==> config.mk <==
export PLATFORM = sky130hd
export DESIGN_NAME = wb_master_bif_flat
export DESIGN_NICKNAME = d
export VERILOG_FILES = /design/src/rtl/wb_master_bif_pkg.sv /design/src/rtl/wb_master_bif_if.sv /design/src/rtl/wb_master_bif_timeout_cnt.sv /design/src/rtl/wb_master_bif.sv /design/src/flat_wrapper.sv
export SDC_FILE = /design/constraint.sdc
export NUM_CORES = 1
export LEC_CHECK = 0
export CAP_MARGIN = 20
export CORE_ASPECT_RATIO = 1.25
export CORE_UTILIZATION = 42
export DETAILED_ROUTE_END_ITERATION = 12
export PLACE_DENSITY = 0.83
export SLEW_MARGIN = 20
export SYNTH_ARGS = -nofsm -noshare
export SYNTH_HDL_FRONTEND = slang
export SYNTH_SLANG_ARGS = --single-unit
==> constraint.sdc <==
create_clock -name clk_i -period 4.5 [get_ports clk_i]
set_input_delay 0.675 -clock clk_i [delete_from_list [all_inputs] [get_ports clk_i]]
set_output_delay 0.675 -clock clk_i [all_outputs]
set_load 0.01 [all_outputs]
==> src/rtl/wb_master_bif_pkg.sv <==
// -----------------------------------------------------------------------------
// wb_master_bif_pkg
// Shared definitions for the Wishbone classic bus initiator:
//   - FSM state encoding (IDLE / BUS)
//   - Wishbone address / data / select widths
//   - helper that forms the response data word
// No ports (package).
// -----------------------------------------------------------------------------
package wb_master_bif_pkg;

   localparam int WB_ADR_W = 32;
   localparam int WB_DAT_W = 32;
   localparam int WB_SEL_W = 2;

   typedef enum logic {
      ST_IDLE = 1'b0,
      ST_BUS  = 1'b1
   } state_t;

   // Read data is passed through on a normal read completion; writes return 0.
   function automatic logic [WB_DAT_W-1:0] f_rsp_data(input logic          i_we,
                                                      input logic [WB_DAT_W-1:0] i_dat);
      logic [WB_DAT_W-1:0] w_res;
      if (i_we) begin
         w_res = {WB_DAT_W{1'b0}};
      end else begin
         w_res = i_dat;
      end
      return w_res;
   endfunction

endpackage

==> src/rtl/wb_master_bif_if.sv <==
// -----------------------------------------------------------------------------
// wb_master_bif_if
// Groups the request/response handshake and the Wishbone master bus.
//   modport master : the bridge's view (drives req_ready, rsp_*, wbm_* outputs)
//   modport slave  : the environment's view (requester plus addressed slave)
// Signals:
//   req_valid_i/req_ready_o/req_we_i/req_adr_i/req_dat_i/req_sel_i - request
//   rsp_valid_o/rsp_dat_o/rsp_err_o                                - response
//   wbm_adr_o/wbm_dat_o/wbm_dat_i/wbm_sel_o/wbm_we_o/wbm_cyc_o/
//   wbm_stb_o/wbm_ack_i                                            - Wishbone
// -----------------------------------------------------------------------------
interface wb_master_bif_if;
   import wb_master_bif_pkg::*;

   // request port
   logic                req_valid_i;
   logic                req_ready_o;
   logic                req_we_i;
   logic [WB_ADR_W-1:0] req_adr_i;
   logic [WB_DAT_W-1:0] req_dat_i;
   logic [WB_SEL_W-1:0] req_sel_i;

   // response port
   logic                rsp_valid_o;
   logic [WB_DAT_W-1:0] rsp_dat_o;
   logic                rsp_err_o;

   // Wishbone master bus
   logic [WB_ADR_W-1:0] wbm_adr_o;
   logic [WB_DAT_W-1:0] wbm_dat_o;
   logic [WB_DAT_W-1:0] wbm_dat_i;
   logic [WB_SEL_W-1:0] wbm_sel_o;
   logic                wbm_we_o;
   logic                wbm_cyc_o;
   logic                wbm_stb_o;
   logic                wbm_ack_i;

   modport master (
      input  req_valid_i, req_we_i, req_adr_i, req_dat_i, req_sel_i,
      output req_ready_o,
      output rsp_valid_o, rsp_dat_o, rsp_err_o,
      output wbm_adr_o, wbm_dat_o, wbm_sel_o, wbm_we_o, wbm_cyc_o, wbm_stb_o,
      input  wbm_dat_i, wbm_ack_i
   );

   modport slave (
      output req_valid_i, req_we_i, req_adr_i, req_dat_i, req_sel_i,
      input  req_ready_o,
      input  rsp_valid_o, rsp_dat_o, rsp_err_o,
      input  wbm_adr_o, wbm_dat_o, wbm_sel_o, wbm_we_o, wbm_cyc_o, wbm_stb_o,
      output wbm_dat_i, wbm_ack_i
   );

endinterface

==> src/rtl/wb_master_bif_timeout_cnt.sv <==
// -----------------------------------------------------------------------------
// wb_master_bif_timeout_cnt
// Wait-cycle counter for an outstanding Wishbone strobe.
// Ports:
//   i_clk    - bus clock, rising edge
//   i_rst    - asynchronous active-high reset
//   i_clr    - synchronous clear (new transfer accepted)
//   i_en     - count one more wait cycle
//   o_expire - counter has reached TIMEOUT-1; always 0 when TIMEOUT == 0
// -----------------------------------------------------------------------------
module wb_master_bif_timeout_cnt #(
   parameter int TIMEOUT = 255,
   parameter int TO_W    = 8
) (
   input  logic i_clk,
   input  logic i_rst,
   input  logic i_clr,
   input  logic i_en,
   output logic o_expire
);

   // Terminal count; the value is irrelevant when the timeout is disabled.
   localparam logic [TO_W-1:0] C_TERM = (TIMEOUT == 0) ? {TO_W{1'b0}} : TO_W'(TIMEOUT - 1);
   localparam logic            C_ENA  = (TIMEOUT != 0) ? 1'b1 : 1'b0;

   logic [TO_W-1:0] r_cnt;

   // Wait-cycle counter: clear wins over increment.
   always_ff @(posedge i_clk or posedge i_rst) begin
      if (i_rst) begin
         r_cnt <= {TO_W{1'b0}};
      end else if (i_clr) begin
         r_cnt <= {TO_W{1'b0}};
      end else if (i_en) begin
         r_cnt <= r_cnt + {{(TO_W-1){1'b0}}, 1'b1};
      end else begin
         r_cnt <= r_cnt;
      end
   end

   assign o_expire = C_ENA & (r_cnt == C_TERM);

endmodule

==> src/rtl/wb_master_bif.sv <==
// -----------------------------------------------------------------------------
// wb_master_bif
// Wishbone classic single-beat initiator. Accepts one valid/ready request at a
// time, holds cyc/stb until the slave acks, returns read data, and aborts with
// an error response if no ack arrives within TIMEOUT strobe cycles.
// Ports:
//   clk_i - bus clock, rising edge
//   rst_i - asynchronous active-high reset
//   bus   - request/response handshake and Wishbone master bus (master view)
// All bus outputs except req_ready_o are registered; wbm_ack_i/wbm_dat_i only
// reach outputs through flops.
// -----------------------------------------------------------------------------
module wb_master_bif
   import wb_master_bif_pkg::*;
#(
   parameter int TIMEOUT = 255,
   parameter int TO_W    = 8
) (
   input  logic              clk_i,
   input  logic              rst_i,
   wb_master_bif_if.master   bus
);

   state_t              r_state;
   state_t              w_state_nxt;

   logic [WB_ADR_W-1:0] r_adr,      w_adr_nxt;
   logic [WB_DAT_W-1:0] r_dat,      w_dat_nxt;
   logic [WB_SEL_W-1:0] r_sel,      w_sel_nxt;
   logic                r_we,       w_we_nxt;
   logic                r_cyc,      w_cyc_nxt;
   logic                r_stb,      w_stb_nxt;
   logic                r_rsp_valid, w_rsp_valid_nxt;
   logic [WB_DAT_W-1:0] r_rsp_dat,  w_rsp_dat_nxt;
   logic                r_rsp_err,  w_rsp_err_nxt;

   logic                w_cnt_clr;
   logic                w_cnt_en;
   logic                w_expire;

   wb_master_bif_timeout_cnt #(
      .TIMEOUT (TIMEOUT),
      .TO_W    (TO_W)
   ) u_timeout_cnt (
      .i_clk    (clk_i),
      .i_rst    (rst_i),
      .i_clr    (w_cnt_clr),
      .i_en     (w_cnt_en),
      .o_expire (w_expire)
   );

   // State register.
   always_ff @(posedge clk_i or posedge rst_i) begin
      if (rst_i) begin
         r_state <= ST_IDLE;
      end else begin
         r_state <= w_state_nxt;
      end
   end

   // Next-state and next-output logic. Address/data/sel/we hold in IDLE;
   // rsp_dat/rsp_err hold between responses; rsp_valid is a one-cycle pulse.
   always_comb begin
      w_state_nxt     = r_state;
      w_adr_nxt       = r_adr;
      w_dat_nxt       = r_dat;
      w_sel_nxt       = r_sel;
      w_we_nxt        = r_we;
      w_cyc_nxt       = r_cyc;
      w_stb_nxt       = r_stb;
      w_rsp_valid_nxt = 1'b0;
      w_rsp_dat_nxt   = r_rsp_dat;
      w_rsp_err_nxt   = r_rsp_err;
      w_cnt_clr       = 1'b0;
      w_cnt_en        = 1'b0;

      case (r_state)
         ST_IDLE: begin
            // req_ready_o is high in IDLE, so valid alone completes the handshake.
            // A stray wbm_ack_i here is deliberately ignored.
            if (bus.req_valid_i) begin
               w_adr_nxt   = bus.req_adr_i;
               w_dat_nxt   = bus.req_dat_i;
               w_sel_nxt   = bus.req_sel_i;
               w_we_nxt    = bus.req_we_i;
               w_cyc_nxt   = 1'b1;
               w_stb_nxt   = 1'b1;
               w_cnt_clr   = 1'b1;
               w_state_nxt = ST_BUS;
            end else begin
               w_state_nxt = ST_IDLE;
            end
         end
         ST_BUS: begin
            // Ack is checked first so a last-cycle ack still completes normally.
            if (bus.wbm_ack_i) begin
               w_cyc_nxt       = 1'b0;
               w_stb_nxt       = 1'b0;
               w_rsp_valid_nxt = 1'b1;
               w_rsp_err_nxt   = 1'b0;
               w_rsp_dat_nxt   = f_rsp_data(r_we, bus.wbm_dat_i);
               w_state_nxt     = ST_IDLE;
            end else if (w_expire) begin
               w_cyc_nxt       = 1'b0;
               w_stb_nxt       = 1'b0;
               w_rsp_valid_nxt = 1'b1;
               w_rsp_err_nxt   = 1'b1;
               w_rsp_dat_nxt   = {WB_DAT_W{1'b0}};
               w_state_nxt     = ST_IDLE;
            end else begin
               w_cnt_en        = 1'b1;
               w_state_nxt     = ST_BUS;
            end
         end
         default: begin
            w_cyc_nxt   = 1'b0;
            w_stb_nxt   = 1'b0;
            w_state_nxt = ST_IDLE;
         end
      endcase
   end

   // Registered bus and response outputs.
   always_ff @(posedge clk_i or posedge rst_i) begin
      if (rst_i) begin
         r_adr       <= {WB_ADR_W{1'b0}};
         r_dat       <= {WB_DAT_W{1'b0}};
         r_sel       <= {WB_SEL_W{1'b0}};
         r_we        <= 1'b0;
         r_cyc       <= 1'b0;
         r_stb       <= 1'b0;
         r_rsp_valid <= 1'b0;
         r_rsp_dat   <= {WB_DAT_W{1'b0}};
         r_rsp_err   <= 1'b0;
      end else begin
         r_adr       <= w_adr_nxt;
         r_dat       <= w_dat_nxt;
         r_sel       <= w_sel_nxt;
         r_we        <= w_we_nxt;
         r_cyc       <= w_cyc_nxt;
         r_stb       <= w_stb_nxt;
         r_rsp_valid <= w_rsp_valid_nxt;
         r_rsp_dat   <= w_rsp_dat_nxt;
         r_rsp_err   <= w_rsp_err_nxt;
      end
   end

   assign bus.req_ready_o = (r_state == ST_IDLE);
   assign bus.rsp_valid_o = r_rsp_valid;
   assign bus.rsp_dat_o   = r_rsp_dat;
   assign bus.rsp_err_o   = r_rsp_err;
   assign bus.wbm_adr_o   = r_adr;
   assign bus.wbm_dat_o   = r_dat;
   assign bus.wbm_sel_o   = r_sel;
   assign bus.wbm_we_o    = r_we;
   assign bus.wbm_cyc_o   = r_cyc;
   assign bus.wbm_stb_o   = r_stb;

endmodule

==> src/flat_wrapper.sv <==
// flat-port wrapper written by rule: the top's interface ports become plain ports
module wb_master_bif_flat import wb_master_bif_pkg::*;
#(
   parameter int TIMEOUT = 255,
   parameter int TO_W    = 8
)
  (clk_i, rst_i, bus_req_valid_i, bus_req_we_i, bus_req_adr_i, bus_req_dat_i, bus_req_sel_i, bus_req_ready_o, bus_rsp_valid_o, bus_rsp_dat_o, bus_rsp_err_o, bus_wbm_adr_o, bus_wbm_dat_o, bus_wbm_sel_o, bus_wbm_we_o, bus_wbm_cyc_o, bus_wbm_stb_o, bus_wbm_dat_i, bus_wbm_ack_i);
  wb_master_bif_if bus_i ();
  input  logic clk_i;
  input  logic rst_i;
  input wire logic [$bits(bus_i.req_valid_i)-1:0] bus_req_valid_i;
  input wire logic [$bits(bus_i.req_we_i)-1:0] bus_req_we_i;
  input wire logic [$bits(bus_i.req_adr_i)-1:0] bus_req_adr_i;
  input wire logic [$bits(bus_i.req_dat_i)-1:0] bus_req_dat_i;
  input wire logic [$bits(bus_i.req_sel_i)-1:0] bus_req_sel_i;
  output wire logic [$bits(bus_i.req_ready_o)-1:0] bus_req_ready_o;
  output wire logic [$bits(bus_i.rsp_valid_o)-1:0] bus_rsp_valid_o;
  output wire logic [$bits(bus_i.rsp_dat_o)-1:0] bus_rsp_dat_o;
  output wire logic [$bits(bus_i.rsp_err_o)-1:0] bus_rsp_err_o;
  output wire logic [$bits(bus_i.wbm_adr_o)-1:0] bus_wbm_adr_o;
  output wire logic [$bits(bus_i.wbm_dat_o)-1:0] bus_wbm_dat_o;
  output wire logic [$bits(bus_i.wbm_sel_o)-1:0] bus_wbm_sel_o;
  output wire logic [$bits(bus_i.wbm_we_o)-1:0] bus_wbm_we_o;
  output wire logic [$bits(bus_i.wbm_cyc_o)-1:0] bus_wbm_cyc_o;
  output wire logic [$bits(bus_i.wbm_stb_o)-1:0] bus_wbm_stb_o;
  input wire logic [$bits(bus_i.wbm_dat_i)-1:0] bus_wbm_dat_i;
  input wire logic [$bits(bus_i.wbm_ack_i)-1:0] bus_wbm_ack_i;
  assign bus_i.req_valid_i = bus_req_valid_i;
  assign bus_i.req_we_i = bus_req_we_i;
  assign bus_i.req_adr_i = bus_req_adr_i;
  assign bus_i.req_dat_i = bus_req_dat_i;
  assign bus_i.req_sel_i = bus_req_sel_i;
  assign bus_req_ready_o = bus_i.req_ready_o;
  assign bus_rsp_valid_o = bus_i.rsp_valid_o;
  assign bus_rsp_dat_o = bus_i.rsp_dat_o;
  assign bus_rsp_err_o = bus_i.rsp_err_o;
  assign bus_wbm_adr_o = bus_i.wbm_adr_o;
  assign bus_wbm_dat_o = bus_i.wbm_dat_o;
  assign bus_wbm_sel_o = bus_i.wbm_sel_o;
  assign bus_wbm_we_o = bus_i.wbm_we_o;
  assign bus_wbm_cyc_o = bus_i.wbm_cyc_o;
  assign bus_wbm_stb_o = bus_i.wbm_stb_o;
  assign bus_i.wbm_dat_i = bus_wbm_dat_i;
  assign bus_i.wbm_ack_i = bus_wbm_ack_i;
  wb_master_bif #(.TIMEOUT(TIMEOUT), .TO_W(TO_W)) u_core (.clk_i(clk_i), .rst_i(rst_i), .bus(bus_i));
endmodule
======== After elaboration in Yosys (flattened, before gate mapping) ========
Cells that the tools add are included.
operators by class
  $add $sub $neg .......................... 1
  muxes and demuxes ....................... 20
  bitwise gates (word level) .............. 1
  eq/ne operators ......................... 3
  reductions and logical operators ........ 5
operators with widths
  operator                                                        number
  32-bit two-way mux                                              3
  8-bit two-way mux                                               2
  1-bit two-way mux                                               13
  8-bit by 1-bit adder with 8-bit output (second input constant)  1
  8-bit == test (second input constant)                           1
  2-bit AND reduction                                             3
  1-bit case mux with 2 select lines                              2
  2-bit nonzero test                                              2
  3-bit inequality test (second input constant)                   1
  2-bit inequality test (second input constant)                   1
  1-bit NOT                                                       1
word-level totals
  logic and storage cells ................. 40
  bits in registers ....................... 111
  output and inout port bits .............. 104
  input port bits ......................... 103

======== Longest topological paths before layout ========
Gate-level depths: netlist of the first run.
  word-level depth ........................ 6
  depth in mapped cells ................... 7

======== Modules after synthesis ========
From an unflattened synthesis of the first run, not the netlist that was laid out.
second synthesis, totals
  cell total of the unflattened synthesis .. 273
  area total of the unflattened synthesis .. 4227.8 um2
modules (own cells, without submodules)
  module                     times used  cells each  area each (um2)  sequential area each (um2)
  wb_master_bif              1           231         3821.2           2577.5
  wb_master_bif_timeout_cnt  1           42          406.6            200.2

======== Worst setup path after synthesis of the first run ========
No wires, ideal clock.
  path type ............................... reg2reg
  from .................................... register u_core.u_timeout_cnt.r_cnt[0]
  to ...................................... register u_core.r_rsp_err, in the netlist u_core.bus.rsp_err_o
  clock period less this slack ............ 1.569 ns
  slack ................................... 2.931 ns
  arrival ................................. 1.489 ns
  required time ........................... 4.421 ns
  stages on the path, launching flop included .. 8
  path buffers ............................ 1
  setup time .............................. 0.079 ns
  cells stage by stage .................... dfrtp_1 inv_1 ha_1 nand3_1 nor2_2 o21ai_2 buf_6 mux2i_1
between the ends
  word-level cells in the longest chain between the ends .. 3
RTL lines
  element                        RTL line                         source
  start: declaration             wb_master_bif_timeout_cnt.sv:26  logic [TO_W-1:0] r_cnt;
  start signal: assignment       wb_master_bif_timeout_cnt.sv:31  r_cnt <= {TO_W{1'b0}};
  start signal: assignment       wb_master_bif_timeout_cnt.sv:33  r_cnt <= {TO_W{1'b0}};
  start signal: assignment       wb_master_bif_timeout_cnt.sv:35  r_cnt <= r_cnt + {{(TO_W-1){1'b0}}, 1'b1};
  8-bit == test                  wb_master_bif_timeout_cnt.sv:41  assign o_expire = C_ENA & (r_cnt == C_TERM);
  2-bit nonzero test (no line)   -
  2-bit AND reduction (no line)  -
  end signal: assignment         wb_master_bif.sv:144             r_rsp_err <= w_rsp_err_nxt;
  end: declaration               wb_master_bif.sv:35              logic r_rsp_err, w_rsp_err_nxt;
Every way passes these cells.
A chain may end at the register's enable or synchronous reset.

======== Final worst setup path of the first run ========
  from .................................... register u_core.r_state
  to ...................................... output port bus_req_ready_o
between the ends
  word-level cells in the longest chain between the ends .. 1
RTL lines
  element                   RTL line             source
  start: declaration        wb_master_bif.sv:24  state_t r_state;
  start signal: assignment  wb_master_bif.sv:57  r_state <= w_state_nxt;
  1-bit NOT (no line)       -
  end: declaration          flat_wrapper.sv:16   output wire logic [$bits(bus_i.req_ready_o)-1:0] bus_req_ready_o;
Every way passes these cells.

==> impl_metrics.env, run 1 <==
export IMPL_gr_total_overflow=0
export IMPL_cp_arrival_ps=2220
export IMPL_cts_repair_resize_count=0
export IMPL_cts_tree="yes"
export IMPL_hold_class="flip-flop to flip-flop"
export IMPL_period_minus_slack_ps=2900
export IMPL_cts_setup_buffers=0
export IMPL_hold_viol_final=0
export IMPL_synth_cell_types=31
export IMPL_reg2regPathDepth=5
export IMPL_drtAntennaViolNets=0
export IMPL_drc=0
export IMPL_io_pins=207
export IMPL_grt_max_degree=92
export IMPL_slew_viol_final=0
export IMPL_dieArea_sq_mm=0.0114
export IMPL_place_hpwl_um=8200
export IMPL_layout_drive_gt1_share_pct=4.45
export IMPL_top_layer="met4"
export IMPL_cts_buffers=9
export IMPL_coreArea_sq_mm=0.0106
export IMPL_synthFlopType="dfrtp_1"
export IMPL_cts_clk_slew_worst_paths_ps=70
export IMPL_vias_per_cell=4.95
export IMPL_routed_wl_um=11700
export IMPL_fin_skew_ps=5.32
export IMPL_holdBufCountCts=0
export IMPL_met2WireLength_um=5880
export IMPL_slew_limit_headroom_pct=34.1
export IMPL_grt_pass1_wl_um=18500
export IMPL_cts_buffer_depth=2
export IMPL_io_buffers=206
export IMPL_layout_common_cells="nand2_1 (206), clkdlybuf4s50_1 (206), dfrtp_1 (111), a21o_1 (33), and4b_1 (32)"
export IMPL_fin_setup_tns_ps=0
export IMPL_holdPathStages=1
export IMPL_setup_worst_path_end_class="primary output"
export IMPL_crit_fanout=36
export IMPL_ys_ff_latch=111
export IMPL_rsz0062_at_grt="no"
export IMPL_synth_warnings=0
export IMPL_pwr_density_cell_mw_per_mm2=440
export IMPL_crit_required_ps=3830
export IMPL_r2r_start="u_core.r_state$_DFF_PP0_"
export IMPL_grt_pass1_vias=3846
export IMPL_die_x_um=95.5
export IMPL_wl_per_cell_um=14.9
export IMPL_min_delay_start="u_core.bus.rsp_dat_o[3]$_DFFE_PP0P_"
export IMPL_num_antenna_cells=0
export IMPL_path_class="flip-flop to primary output"
export IMPL_tightest_slew_ps=985
export IMPL_leakagePower_uw=0.00357
export IMPL_syn_inst=456
export IMPL_reg2reg_to="u_core.bus.wbm_adr_o[31]$_DFFE_PP0P_"
export IMPL_yosysSeqAreaShare_pct=60.5
export IMPL_setup_violations=0
export IMPL_met1_length_um=4620
export IMPL_fmax_ghz=0.345
export IMPL_gp_congestion=0.812
export IMPL_fillerInstances=830
export IMPL_status="finished clean"
export IMPL_post_route_period_util_pct=64.3
export IMPL_final_nets=752
export IMPL_grt_use_total_pct=21.1
export IMPL_cts_sinks=111
export IMPL_synth_edff_count=0
export IMPL_start_util_pct=43.2
export IMPL_reg2reg_slack_ps=2110
export IMPL_start_kind="flip-flop"
export IMPL_power_uw=3090
export IMPL_final_util_pct=66.1
export IMPL_clk_latency_ps=340
export IMPL_netlist_area_sq_mm=0.00459
export IMPL_ir_worst_vdd_v=0.000234
export IMPL_row_count=42
export IMPL_antenna_found_initial=0
export IMPL_drv_cap=0
export IMPL_dieHeight_um=119
export IMPL_first_pass_iters=6
export IMPL_vias=3882
export IMPL_root_buffer="clkbuf_16"
export IMPL_postSynthAreaPerCell_sq_um=10.1
export IMPL_drtIter0Drc=127
export IMPL_syn_nets=561
export IMPL_dr_wl_met3_um=929
export IMPL_areaGrowthSynthToFinish_pct=53.0
export IMPL_holdPathEnd="u_core.bus.rsp_dat_o[3]$_DFFE_PP0P_"
export IMPL_async_flop_share_pct=100
export IMPL_htree_levels=3
cell type report:
cell class | count | area, sq um | area share, %
multi-input combinational | 309 | 1650 | 23.5
clock buffer | 10 | 239 | 3.40
inverter | 6 | 27.5 | 0.392
tap | 132 | 165 | 2.35
clock inverter | 6 | 70.1 | 0.998
sequential | 111 | 2780 | 39.6
timing repair buffer | 210 | 2090 | 29.8
registers in the layout (all words and copies together), names as in the netlist:
| name | flops |
|---|---|
| u_core.bus.wbm_adr_o | 32 |
| u_core.bus.rsp_err_o | 1 |
| u_core.u_timeout_cnt.r_cnt | 8 |
| u_core.bus.rsp_dat_o | 32 |
| u_core.r_state | 1 |
| u_core.bus.wbm_we_o | 1 |
| u_core.bus.wbm_sel_o | 2 |
| u_core.bus.wbm_stb_o | 1 |
| u_core.bus.wbm_dat_o | 32 |
| u_core.bus.rsp_valid_o | 1 |
through the flow:
step                      cell area (sq um)  std cells  worst slack [ps]  hold slack, ps
after detailed placement               6710        768              1730             462
after floorplan                        4590        456               894             489
after global placement                 6710        768              1770             457
after CTS                              7010        784              1670             480
after global routing                   7020        784              1490             485
final                                  7020        784              1600             474
where the power goes:
part	total [uW]	switching, uW	internal [uW]
combinational	935	384	551
clock	805	356	449
sequential	1350	144	1210
total	3090	884	2210
routing by layer:
| metal | up-vias | global-route usage [%] |
|---|---|---|
| li1 | 1863 | - |
| met1 | 1847 | 25.3 |
| met2 | 153 | 35.8 |
| met3 | 19 | 5.24 |
| met4 | 0 | 8.58 |
| met5 | - | 0 |
logic make-up after synthesis:
group	Yosys count	synth area share [%]
simple gates	257	26.3
flops	111	60.5
compound gates	48	8.34
buf+inv	36	3.87
fa+ha+maj	2	0.545
xor+xnor	1	0.191
mux	1	0.218
how the worst max path moves through the flow:
stage,from,end,slack (ps),cells after the start
after floorplan,rst_i,u_core.bus.rsp_dat_o[0]$_DFFE_PP0P_,890,1
after global placement,bus_wbm_ack_i,u_core.u_timeout_cnt.r_cnt[2]$_DFFE_PP0P_,1770,5
after detailed placement,bus_wbm_ack_i,u_core.u_timeout_cnt.r_cnt[3]$_DFFE_PP0P_,1730,5
after CTS,u_core.r_state$_DFF_PP0_,bus_req_ready_o,1670,2
after global routing,u_core.r_state$_DFF_PP0_,bus_req_ready_o,1490,2
final,u_core.r_state$_DFF_PP0_,bus_req_ready_o,1600,2
worst max-delay path, cell delays in order (launching register included):
cell and delay [ps]:
dfrtp_1 970, inv_1 310, clkdlybuf4s50_1 590
synthesized netlist by cell type (2+ instances only):
library cell | n | area share, %
nor3_1 | 2 | 0.22
ha_1 | 2 | 0.55
o21ai_0 | 4 | 0.44
nand2_1 | 207 | 17
buf_6 | 4 | 0.98
nor2_1 | 4 | 0.33
and4b_1 | 32 | 7.0
o21bai_1 | 2 | 0.33
inv_1 | 6 | 0.49
or3_1 | 2 | 0.27
nand3_1 | 5 | 0.55
clkbuf_1 | 18 | 1.5
dfrtp_1 | 111 | 61
buf_2 | 7 | 0.76
a21o_1 | 33 | 5.4
a211o_1 | 2 | 0.38
No activity file was read; power rests on OpenSTA's default activity.
==> run 2, diff against run 1 <==
--- a/config.mk
+++ b/config.mk
@@ -7,9 +7,9 @@
 export LEC_CHECK = 0
 export CAP_MARGIN = 20
 export CORE_ASPECT_RATIO = 1.25
-export CORE_UTILIZATION = 42
+export CORE_UTILIZATION = 38
 export DETAILED_ROUTE_END_ITERATION = 12
-export PLACE_DENSITY = 0.83
+export PLACE_DENSITY = 0.79
 export SLEW_MARGIN = 20
 export SYNTH_ARGS = -nofsm -noshare
 export SYNTH_HDL_FRONTEND = slang
==> constraint.sdc (replaced) <==
create_clock -name clk_i -period 2.4 [get_ports clk_i]
set_input_delay 0.36 -clock clk_i [delete_from_list [all_inputs] [get_ports clk_i]]
set_output_delay 0.36 -clock clk_i [all_outputs]
set_load 0.01 [all_outputs]
==> run 2 against run 1 <==
Die area rose by 10%; total power grew 85%; clock-buffer cell count grew 2; worst setup slack worse by 990 ps; final cell count up 4.5%; combinational power rose by 96%; global-route usage shrank 1.3 points; core utilization down 5.3 points; clock power rose by 75%; clock skew is 2.9 ps higher; critical path type unchanged; via count rose by 1.1%; highest routed layer unchanged; worst hold slack got worse by 20 ps.
==> impl_metrics.env, run 2 (synthesized netlist as in run 1, its figures left out) <==
export IMPL_drc=0
export IMPL_pwr_density_cell_mw_per_mm2=807
export IMPL_worst_slack_ps=610
export IMPL_die_x_um=100
export IMPL_fillerInstances=975
export IMPL_drv_cap=0
export IMPL_cts_tree="yes"
export IMPL_grt_pass1_vias=4100
export IMPL_rsz0062_at_grt="no"
export IMPL_holdBufCountCts=0
export IMPL_status="finished clean"
export IMPL_cts_clk_slew_worst_paths_ps=70
export IMPL_cts_setup_buffers=0
export IMPL_preCtsSetupSlack_ps=597
export IMPL_cts_buffer_depth=2
export IMPL_critical_path_buf_inv_count=2
export IMPL_row_count=44
export IMPL_final_nets=758
export IMPL_ir_worst_vdd_v=0.000385
export IMPL_drtAntennaViolNets=0
export IMPL_slew_limit_headroom_pct=55.1
export IMPL_layout_drive_gt1_share_pct=5.17
export IMPL_crit_required_ps=2040
export IMPL_dieArea_sq_mm=0.0125
export IMPL_fin_setup_tns_ps=0
export IMPL_routed_wl_um=12000
export IMPL_worstPathCellList="inv_1 > clkdlybuf4s50_1"
export IMPL_io_buffers=206
export IMPL_num_antenna_cells=0
export IMPL_place_hpwl_um=8670
export IMPL_slew_viol_final=0
export IMPL_start_kind="flip-flop"
export IMPL_gp_congestion=0.719
export IMPL_period_minus_slack_ps=1790
export IMPL_areaGrowthSynthToFinish_pct=54.6
export IMPL_grt_use_total_pct=19.8
export IMPL_hold_class="primary input to async pin"
export IMPL_cts_repair_resize_count=0
export IMPL_fin_skew_ps=8.26
export IMPL_grt_max_degree=70
export IMPL_coreArea_sq_mm=0.0117
export IMPL_wl_per_cell_um=14.7
export IMPL_gr_total_overflow=0
export IMPL_htree_levels=3
export IMPL_dieHeight_um=125
export IMPL_grt_pass1_wl_um=19800
export IMPL_root_buffer="clkbuf_16"
export IMPL_vias=3926
export IMPL_vias_per_cell=4.79
export IMPL_first_pass_iters=4
export IMPL_setup_violations=0
export IMPL_post_route_period_util_pct=74.6
export IMPL_io_pins=207
export IMPL_final_util_pct=60.8
export IMPL_cpPeakStageDelay_ps=570
export IMPL_critPathSlowestCell="clkdlybuf4s50_1"
export IMPL_cts_sinks=111
export IMPL_cp_arrival_ps=1430
export IMPL_tightest_slew_ps=674
export IMPL_antenna_found_initial=0
export IMPL_fmax_ghz=0.559
export IMPL_setup_worst_path_end_class="primary output"
export IMPL_drtIter0Drc=196
export IMPL_critPathTopFamily="buffers and inverters"
export IMPL_cts_buffers=9
export IMPL_hold_viol_final=0
export IMPL_leakagePower_uw=0.00359
export IMPL_layout_common_cells="nand2_1 (206), clkdlybuf4s50_1 (206), dfrtp_1 (111), a21o_1 (33), and4b_1 (32)"
export IMPL_crit_fanout=3
export IMPL_clk_latency_ps=340
export IMPL_path_class="flip-flop to primary output"
export IMPL_start_util_pct=39.3
## run 2: cell types whose count changed in the layout (fill, tap and decap cells not counted), sizes merged
cell,before,now
clkinvlp,3,5
buf,4,10
inv,6,5
clkinv,2,0
clkbuf,10,12
bufinv,1,0
## run 2: through the flow
stage	cell area, sq um	std cells	power, uW	hold WS (ps)
after CTS	7100	819	5810	461
after floorplan	4590	456	3240	465
final	7100	819	5730	454
after global placement	6810	803	4300	456
after detailed placement	6810	803	4360	461
after global routing	7100	819	6050	488
## run 2: power by group
group,switching [uW],internal [uW]
registers,223,2260
clock network,653,762
logic,776,1050
## run 2: worst register-to-register path, cell delays in order (launching register included)
cell	delay, ps
dfrtp_1	430
inv_1	80
ha_1	150
nand3_1	210
o21ai_4	370
nor3_1	120
a211o_1	280
## run 2: worst paths after layout
check	startpoint	to	slack [ps]	depth (start not counted)
worst max-delay path	u_core.r_state$_DFF_PP0_	bus_req_ready_o	610	2
worst min-delay path	rst_i	u_core.bus.wbm_adr_o[10]$_DFFE_PP0P_	450	3
worst max register to register	u_core.u_timeout_cnt.r_cnt[0]$_DFFE_PP0P_	u_core.u_timeout_cnt.r_cnt[4]$_DFFE_PP0P_	650	6
worst min register to register	u_core.bus.rsp_dat_o[19]$_DFFE_PP0P_	u_core.bus.rsp_dat_o[19]$_DFFE_PP0P_	480	1
max in group asynchronous	rst_i	u_core.r_state$_DFF_PP0_	1320	3
min in group clk_i	u_core.bus.rsp_dat_o[19]$_DFFE_PP0P_	u_core.bus.rsp_dat_o[19]$_DFFE_PP0P_	480	1
## run 2: final cells by class
type | count | area, sq um | area share (%)
flip-flops and latches | 111 | 2780 | 39.1
well taps | 161 | 201 | 2.84
repair buffers | 216 | 2160 | 30.5
inverters | 6 | 26.3 | 0.370
clock inverters | 4 | 30.0 | 0.423
multi-input cells | 309 | 1650 | 23.2
clock buffers | 12 | 256 | 3.61
## run 2: per-layer routing
layer / global-route usage [%] / routed length (um) / vias up
met5: 0 / 0 / -
met4: 6.73 / 212 / 0
met3: 5.22 / 841 / 13
met2: 33.8 / 6110 / 160
met1: 23.9 / 4870 / 1877
li1: - / - / 1876
==> run 3, diff against run 2 <==
==> constraint.sdc (replaced) <==
create_clock -name clk_i -period 1.5 [get_ports clk_i]
set_input_delay 0.225 -clock clk_i [delete_from_list [all_inputs] [get_ports clk_i]]
set_output_delay 0.225 -clock clk_i [all_outputs]
set_load 0.01 [all_outputs]
==> run 3 against run 2 <==
First-iteration DRC count down 14%; combinational power grew 62%; via count grew 1.3%; global-route usage is 0.28 points higher; largest cell class unchanged.
==> impl_metrics.env, run 3 (synthesized netlist as in run 1, its figures left out) <==
export IMPL_status="finished clean"
export IMPL_cts_buffers=9
export IMPL_path_class="flip-flop to flip-flop"
export IMPL_slew_limit_headroom_pct=72.8
export IMPL_drtAntennaViolNets=0
export IMPL_cts_clk_slew_worst_paths_ps=70
export IMPL_crit_fanout=10
export IMPL_cts_buffer_depth=2
export IMPL_grt_use_total_pct=20.1
export IMPL_final_nets=774
export IMPL_setup_violations=0
export IMPL_row_count=44
export IMPL_reg2reg_slack_ps=4
export IMPL_reg2reg_to="u_core.u_timeout_cnt.r_cnt[2]$_DFFE_PP0P_"
export IMPL_switchingPower_uw=2650
export IMPL_dieArea_sq_mm=0.0125
export IMPL_p_seq_share_pct=42.1
export IMPL_post_route_period_util_pct=99.7
export IMPL_slew_viol_final=0
export IMPL_fin_skew_ps=6.75
export IMPL_final_seq_area_sq_mm=0.00278
export IMPL_layout_drive_gt1_share_pct=8.01
export IMPL_tightest_slew_ps=409
export IMPL_place_inst=814
export IMPL_cp_arrival_ps=1720
export IMPL_fin_setup_tns_ps=0
export IMPL_rsz0062_at_grt="yes"
export IMPL_ir_worst_vdd_v=0.000784
export IMPL_htree_levels=3
export IMPL_setup_worst_path_end_class="flip-flop"
export IMPL_io_buffers=206
export IMPL_layout_common_cells="nand2_1 (206), clkdlybuf4s50_1 (151), dfrtp_1 (111), dlymetal6s2s_1 (51), a21o_1 (33)"
export IMPL_die_x_um=100
export IMPL_first_pass_iters=5
export IMPL_crit_required_ps=1730
export IMPL_multi_input_area_sq_mm=0.00167
export IMPL_drv_cap=0
export IMPL_start_kind="flip-flop"
export IMPL_endpoint="u_core.u_timeout_cnt.r_cnt[2]$_DFFE_PP0P_"
export IMPL_coreArea_sq_mm=0.0117
export IMPL_dieHeight_um=125
export IMPL_antenna_found_initial=0
export IMPL_cts_tree="yes"
export IMPL_p_comb_share_pct=31.5
export IMPL_routed_wl_um=12100
export IMPL_start_util_pct=39.3
export IMPL_hold_viol_final=0
export IMPL_gp_congestion=0.775
export IMPL_final_common_cell="nand2_1"
export IMPL_finalNonFillerCells=835
export IMPL_fmax_ghz=0.669
export IMPL_cts_sinks=111
export IMPL_leakagePower_uw=0.00432
export IMPL_vias_per_cell=4.77
export IMPL_grt_pass1_vias=4119
export IMPL_vias=3979
export IMPL_drtIter0Drc=168
export IMPL_place_hpwl_um=8740
export IMPL_hold_class="primary input to async pin"
export IMPL_pwr_density_cell_mw_per_mm2=1260
export IMPL_clk_latency_ps=340
export IMPL_fillerInstances=966
export IMPL_dpl_cell_area_sq_mm=0.00695
export IMPL_power_frac_clock_pct=26.4
export IMPL_p_int_uw=6740
export IMPL_root_buffer="clkbuf_16"
export IMPL_grt_max_degree=76
export IMPL_holdBufCountCts=0
export IMPL_areaGrowthSynthToFinish_pct=62.0
export IMPL_io_pins=207
export IMPL_design_area_sq_mm=0.00743
export IMPL_period_minus_slack_ps=1500
export IMPL_gr_total_overflow=0
export IMPL_r2r_start="u_core.u_timeout_cnt.r_cnt[0]$_DFFE_PP0P_"
export IMPL_wl_per_cell_um=14.5
export IMPL_drc=0
export IMPL_setup_worst_path_start="u_core.u_timeout_cnt.r_cnt[0]$_DFFE_PP0P_"
export IMPL_num_antenna_cells=0
export IMPL_reg2regPathDepth=7
export IMPL_p_sw_share_pct=28.3
export IMPL_grt_pass1_wl_um=19800
-- run 3: changes by cell type in the layout (fill, tap and decap cells not counted), moves of 3 or more --
cell,change
buf_12,+3
buf_4,+13
clkdlybuf4s50_1,-55
dlygate4sd2_1,+4
dlymetal6s2s_1,+51
-- run 3: worst min path at each step --
| stage | from | to | slack (ps) | cells after the start |
|---|---|---|---|---|
| 3_3_place_gp | u_core.bus.wbm_adr_o[27]$_DFFE_PP0P_ | u_core.bus.wbm_adr_o[27]$_DFFE_PP0P_ | 460 | 2 |
| 4_1_cts | rst_i | u_core.bus.rsp_dat_o[22]$_DFFE_PP0P_ | 310 | 3 |
| 5_1_grt | rst_i | u_core.bus.rsp_dat_o[22]$_DFFE_PP0P_ | 330 | 3 |
| 2_1_floorplan | bus_req_adr_i[0] | u_core.bus.wbm_adr_o[0]$_DFFE_PP0P_ | 330 | 2 |
| 3_5_place_dp | u_core.bus.wbm_dat_o[22]$_DFFE_PP0P_ | u_core.bus.wbm_dat_o[22]$_DFFE_PP0P_ | 460 | 2 |
| 6_report | rst_i | u_core.bus.rsp_dat_o[22]$_DFFE_PP0P_ | 310 | 3 |
-- run 3: critical path: stages, from the launching register on --
cell and delay [ps]:
dfrtp_1 380, inv_1 60, ha_2 190, nand3_4 110
o21ai_4 270, buf_4 170, o21bai_1 60, a21o_1 160
-- run 3: area by class of cell --
class                           count  share of cell area (%)
Timing Repair Buffer              232                    32.9
Clock buffer                       12                    3.58
Tap cell                          161                    2.71
Inverter                            6                   0.353
Sequential cell                   111                    37.4
Clock inverter                      4                   0.707
Multi-Input combinational cell    309                    22.4
-- run 3: power by group through the flow --
stage                     logic [uW]  registers (uW)  clock network (uW)
after CTS                       3070            3970                2550
after floorplan                  888            4300                   0
after detailed placement        3050            4030                   0
after global placement          2980            3990                   0
final                           2960            3950                2480
after global routing            3220            4030                2680
-- run 3: timing repair --
action	in CTS	in global routing
setup buffers	2	3
pin swaps	0	2
endpoints found under the hold margin	0	0
resized for setup	6	52
endpoints found under the setup margin	6	89
-- run 3: through the flow --
| stage | worst slack (ps) | power [uW] | hold WS (ps) | util (%) |
|---|---|---|---|---|
| 2_1_floorplan | -68.5 | 5180 | 330 | - |
| 6_report | 4.18 | 9390 | 309 | 63.7 |
| 5_1_grt | -78.3 | 9930 | 327 | 63.7 |
| 3_5_place_dp | -96.7 | 7080 | 462 | 59.5 |
| 4_1_cts | 0.196 | 9590 | 312 | 62.4 |
| 3_3_place_gp | -52.6 | 6970 | 456 | 59.5 |
-- run 3: metal layers --
metal,wire length (um),part of all wire (%),global-route usage [%]
met1,4970,41,24.5
met2,6020,50,34.0
met3,831,6.9,4.49
met4,293,2.4,7.93
met5,0,0,0
